**config.mk**
```make
export PLATFORM = sky130hd
export DESIGN_NAME = lcd_spi_monitor
export DESIGN_NICKNAME = d
export VERILOG_FILES = /design/src/rtl/lcd_spi_monitor.sv
export SDC_FILE = /design/constraint.sdc
export NUM_CORES = 1
export LEC_CHECK = 0
export ABC_AREA = 0
export CORE_ASPECT_RATIO = 0.6
export CORE_UTILIZATION = 45
export DETAILED_ROUTE_END_ITERATION = 7
export PLACE_DENSITY_LB_ADDON = 0.05
export SETUP_SLACK_MARGIN = 0.02
export SLEW_MARGIN = 15
export SYNTH_ARGS = -nofsm -noshare
export SYNTH_HDL_FRONTEND = slang
export SYNTH_SLANG_ARGS = --single-unit
export TNS_END_PERCENT = 30
```
**constraint.sdc**
```tcl
create_clock -name clk -period 4.25 [get_ports clk]
set_clock_uncertainty 0.1 [all_clocks]
set_input_delay 0.85 -clock clk [delete_from_list [all_inputs] [get_ports clk]]
set_output_delay 0.85 -clock clk [all_outputs]
set_load 0.03 [all_outputs]
```
**src/rtl/lcd_spi_monitor.sv**
```systemverilog
// lcd_spi_monitor: passive LCD SPI sniffer decoding CASET/RASET/RAMWR into addressed pixel writes
module lcd_spi_monitor #(
  parameter int LCD_W = 132,
  parameter int LCD_H = 162
) (
  input  logic        clk,
  input  logic        rst,
  input  logic        lcd_cs_n_in,
  input  logic        lcd_clk_in,
  input  logic        lcd_data_in,
  input  logic        lcd_dc_in,
  input  logic        lcd_rst_n_in,
  output logic        byte_valid,
  output logic [7:0]  byte_data,
  output logic        byte_is_dc,
  output logic        pix_we,
  output logic [7:0]  pix_x,
  output logic [7:0]  pix_y,
  output logic [15:0] pix_data,
  output logic        frame_done,
  output logic        err
);
  typedef enum logic [1:0] {IDLE, CASET, RASET, RAMWR} state_t;
  state_t state, nxt;
  logic [1:0] cs_q, sck_q, d_q, dc_q, rn_q;
  logic sck_d, rise_q, srst, cmd, dat, tog, wrap_x, wrap_y, in_b;
  logic [2:0] bit_cnt;
  logic [7:0] sh, hi, xs, xe, ys, ye, cur_x, cur_y, nx_x, nx_y;
  logic [1:0] idx;
  always_ff @(posedge clk) begin
    if (rst) begin
      cs_q  <= 2'b11;
      sck_q <= 2'b00;
      d_q   <= 2'b00;
      dc_q  <= 2'b00;
      rn_q  <= 2'b11;
      sck_d <= 1'b0;
    end else begin
      cs_q  <= {cs_q[0], lcd_cs_n_in};
      sck_q <= {sck_q[0], lcd_clk_in};
      d_q   <= {d_q[0], lcd_data_in};
      dc_q  <= {dc_q[0], lcd_dc_in};
      rn_q  <= {rn_q[0], lcd_rst_n_in};
      sck_d <= sck_q[1];
    end
  end
  assign srst = rst | ~rn_q[1];
  always_ff @(posedge clk) begin
    byte_valid <= 1'b0;
    if (srst) begin
      rise_q     <= 1'b0;
      sh         <= 8'd0;
      bit_cnt    <= 3'd0;
      byte_data  <= 8'd0;
      byte_is_dc <= 1'b0;
    end else begin
      rise_q <= sck_q[1] & ~sck_d;
      if (cs_q[1]) begin
        bit_cnt <= 3'd0;
      end else if (rise_q) begin
        sh      <= {sh[6:0], d_q[1]};
        bit_cnt <= bit_cnt + 3'd1;
        if (bit_cnt == 3'd7) begin
          byte_data  <= {sh[6:0], d_q[1]};
          byte_is_dc <= dc_q[1];
          byte_valid <= 1'b1;
        end
      end
    end
  end
  assign cmd = byte_valid & ~byte_is_dc;
  assign dat = byte_valid & byte_is_dc;
  always_ff @(posedge clk) state <= srst ? IDLE : nxt;
  always_comb begin
    nxt = state;
    if (cmd)
      nxt = byte_data == 8'h2A ? CASET : byte_data == 8'h2B ? RASET : byte_data == 8'h2C ? RAMWR : IDLE;
    else if (dat && (state == CASET || state == RASET) && idx == 2'd3)
      nxt = IDLE;
  end
  always_comb begin
    wrap_x = cur_x == xe;
    wrap_y = cur_y == ye;
    nx_x   = wrap_x ? xs : cur_x + 8'd1;
    nx_y   = wrap_x ? (wrap_y ? ys : cur_y + 8'd1) : cur_y;
    in_b   = ({24'd0, cur_x} < 32'(LCD_W)) && ({24'd0, cur_y} < 32'(LCD_H));
  end
  always_ff @(posedge clk) begin
    pix_we     <= 1'b0;
    frame_done <= 1'b0;
    if (srst) begin
      xs       <= 8'd0;
      xe       <= 8'(LCD_W - 1);
      ys       <= 8'd0;
      ye       <= 8'(LCD_H - 1);
      idx      <= 2'd0;
      tog      <= 1'b0;
      hi       <= 8'd0;
      cur_x    <= 8'd0;
      cur_y    <= 8'd0;
      pix_x    <= 8'd0;
      pix_y    <= 8'd0;
      pix_data <= 16'd0;
      err      <= 1'b0;
    end else if (cmd) begin
      idx <= 2'd0;
      tog <= 1'b0;
      if (byte_data == 8'h2C) begin
        cur_x <= xs;
        cur_y <= ys;
        if (xs > xe || ys > ye) err <= 1'b1;
      end
    end else if (dat && (state == CASET || state == RASET)) begin
      idx <= idx + 2'd1;
      if (!idx[0] && byte_data != 8'd0) err <= 1'b1;
      if (idx == 2'd1 && state == CASET) xs <= byte_data;
      if (idx == 2'd3 && state == CASET) xe <= byte_data;
      if (idx == 2'd1 && state == RASET) ys <= byte_data;
      if (idx == 2'd3 && state == RASET) ye <= byte_data;
    end else if (dat && state == RAMWR) begin
      tog <= ~tog;
      if (!tog) begin
        hi <= byte_data;
      end else begin
        cur_x      <= nx_x;
        cur_y      <= nx_y;
        frame_done <= wrap_x & wrap_y;
        if (in_b) begin
          pix_we   <= 1'b1;
          pix_x    <= cur_x;
          pix_y    <= cur_y;
          pix_data <= {hi, byte_data};
        end else begin
          err <= 1'b1;
        end
      end
    end
  end
endmodule

```
==> results.py <==
metrics = {
    "worst_setup_path": {
        "crit_fanout": 13,
        "crit_family": "buffers and inverters",
        "cp_num_buf_inv": 1,
        "end_kind": "primary output",
        "required_ns": 3.30,
        "arrival_ns": 1.98,
        "slowest_delay_ns": 0.80,
        "critPathLaunchType": "flip-flop",
        "worstPathCellList": "clkdlybuf4s50_1",
        "slowest_stage": "clkdlybuf4s50_1",
        "path_class": "flip-flop to primary output",
    },
    "die": {
        "initial_utilization_pct": 46.96,
        "die_w_microns": 148.2,
        "die-area_sq_um": 13300,
        "io_pins": 52,
        "rows": 31,
        "coreArea_sq_um": 12300,
        "chipHeight_microns": 89.75,
    },
    "clock_tree": {
        "cts_inserted_buffers": 17,
        "cts_setup_buffers": 0,
        "htreeDepth": 4,
        "cts_resized": 0,
        "holdBufCountCts": 0,
        "clock-sinks": 128,
        "cts_max_path_buffers": 2,
        "cts_root_buffer": "clkbuf_16",
        "clk_pin_slew_ns": 0.06,
        "clk_latency_ns": 0.41,
        "cts_tree": "built",
    },
    "sta": {
        "min_period_ns": 2.934,
        "hold_ws_ns": 0.3068,
        "setup_viol": 0,
        "max_clock_freq_mhz": 340.9,
        "slew_headroom_pct": 36.47,
        "rsz0062_at_grt": "false",
        "worst_pin_slew_ns": 0.9530,
        "min_period_over_period_pct": 69.03,
        "tns_ns": 0,
        "slew_violations": 0,
        "hold_viol": 0,
    },
    "routing": {
        "drtAntennaViolNets": 0,
        "via_per_inst": 5.455,
        "dr.pass1.iters": 5,
        "drcViolationCount": 0,
        "route.met3.wl_microns": 808,
        "wirelength_microns": 14270,
        "met1_length_microns": 7281,
        "num_vias": 4653,
        "top_layer_used": "met4",
        "routedWlPerCell_microns": 16.73,
        "drt_iter0_drc": 368,
        "met2RoutedLength_microns": 6056,
    },
    "logic_synthesis": {
        "ys_ff_latch": 128,
        "ys_dominant_reg_cell": "dfxtp_1",
        "synth_edf_count": 0,
        "synthCells": 646,
        "synth_top_area_share_pct": 44.38,
        "synth_area_leaders": "dfxtp_1, mux2i_1, ha_1, nand2_1, nor2_1",
        "syn_nets": 678,
        "synth_area_leader_cell": "dfxtp_1",
        "netlist_area_sq_um": 5774,
        "yosys_warnings": 0,
        "syn_avg_cell_area_sq_um": 8.939,
        "yosysSeqAreaShare_pct": 44.38,
        "synthArstFlopShare_pct": 0,
        "synth.distinct_cells": 53,
    },
    "pwr": {
        "vdd_drop_max_uv": 250.7,
        "p_leak_nw": 2.951,
        "cellPowerDensity_nw_per_um2": 403.6,
        "p_total_mw": 2.808,
    },
    "cells_and_area": {
        "nets": 708,
        "areaGrowthSynthToFinish_pct": 20.50,
        "stdcell_count": 853,
        "n_antenna_cell": 0,
        "drive_above_1_share_pct": 8.140,
        "final_area_sq_um": 6958,
    },
    "grt": {
        "antenna_found_initial": 0,
        "grt_pass1_wl_microns": 23360,
        "grt_pass1_vias": 4383,
        "grt_overflow": 0,
        "grt_max_degree": 94,
        "track_usage_pct": 22.85,
    },
    "place": {
        "dpl.hpwl_microns": 9548,
        "placed_area_sq_um": 6332,
        "dp_cells": 822,
        "gp_congestion": 0.8252,
        "portBuffers": 51,
    },
    "status": {
        "outcome": "complete, no violations",
    },
    "hold_path": {
        "min_path_type": "flip-flop to flip-flop",
    },
    "job": {
        "maxCapViolCount": 0,
    },
}
-- synthesized netlist by cell type (8+ instances only) --
cell and number:
dfxtp_1 128, nand2_1 82, nor2_1 75, mux2i_1 69, a21oi_1 43, clkbuf_1 28
ha_1 25, nand3_1 23, inv_1 21, xor2_1 17, buf_2 15, nor2b_1 12
o22ai_1 11, or2_2 9, nor3_1 8
-- layout by cell type, fill, tap and decap left out, types with 8 or more instances in the layout --
cell,n
clkdlybuf4s50_1,51
or2_2,9
inv_1,21
dfxtp_1,128
nand3_1,23
clkbuf_16,17
ha_1,25
nor2_1,75
mux2i_1,69
o22ai_1,11
nor3_1,8
xor2_1,17
a21oi_1,43
nor2b_1,12
nand2_1,82
-- worst paths after layout --
path | start | to | slack [ns] | depth (start not counted)
worst max-delay path | byte_data[2] | byte_data[2] | 1.32 | 1
worst min-delay path | rn_q[0] | rn_q[1] | 0.31 | 1
worst max register to register | state[0] | pix_data[7] | 1.44 | 8
worst min register to register | rn_q[0] | rn_q[1] | 0.31 | 1
-- where the power goes --
| group | switching, mW | internal [mW] | leakage, nW | total, mW |
|---|---|---|---|---|
| registers | 0.00219 | 1.21 | 1.03 | 1.21 |
| logic | 0.0264 | 0.0107 | 1.62 | 0.0371 |
| clock network | 0.530 | 1.03 | 0.300 | 1.56 |
-- through the flow --
| step | setup WS [ns] | utilization, % |
|---|---|---|
| 4_1_cts | 1.316 | 56.59 |
| 5_1_grt | 1.244 | 56.59 |
| 2_1_floorplan | 2.094 | - |
| 3_5_place_dp | 1.259 | 51.50 |
| 6_report | 1.316 | 56.59 |
| 3_3_place_gp | 1.335 | 51.50 |
-- state kept, by name (all words and copies together) (netlist names), 2 cells and up --
register   flops
bit_cnt        3
ys             8
cur_x          8
sck_q          2
pix_data      16
state          2
d_q            2
rn_q           2
xe             8
dc_q           2
cur_y          8
pix_y          8
hi             8
cs_q           2
idx            2
xs             8
ye             8
sh             7
pix_x          8
byte_data      8
-- cells by family (layout without fill, tap and decap cells) --
| family | Yosys count | in the layout | synth area share (%) |
|---|---|---|---|
| adder cells (fa/ha/maj) | 25 | 25 | 5.417 |
| XOR/XNOR | 19 | 19 | 2.882 |
| AND/OR/NAND/NOR | 243 | 243 | 20.09 |
| buffers and inverters | 67 | 109 | 4.940 |
| multiplexers | 71 | 71 | 12.35 |
| AO/OA/AOI/OAI | 93 | 93 | 9.946 |
| flip-flops | 128 | 128 | 44.38 |
-- metal layers --
metal	track usage, %	vias to the layer above
met3	5.482	13
met5	0	-
li1	-	2276
met4	7.131	0
met2	32.90	125
met1	33.29	2239
-- area by class of cell --
cell class                      count  area (sq um)
Clock inverter                     11         188.9
Fill cell                        1061          5338
Timing Repair Buffer               57         555.5
Inverter                           21         78.83
Sequential cell                   128          2562
Tap cell                          165         206.4
Multi-Input combinational cell    451          2929
Clock buffer                       20         436.7
(Power assumes the default switching activity.)
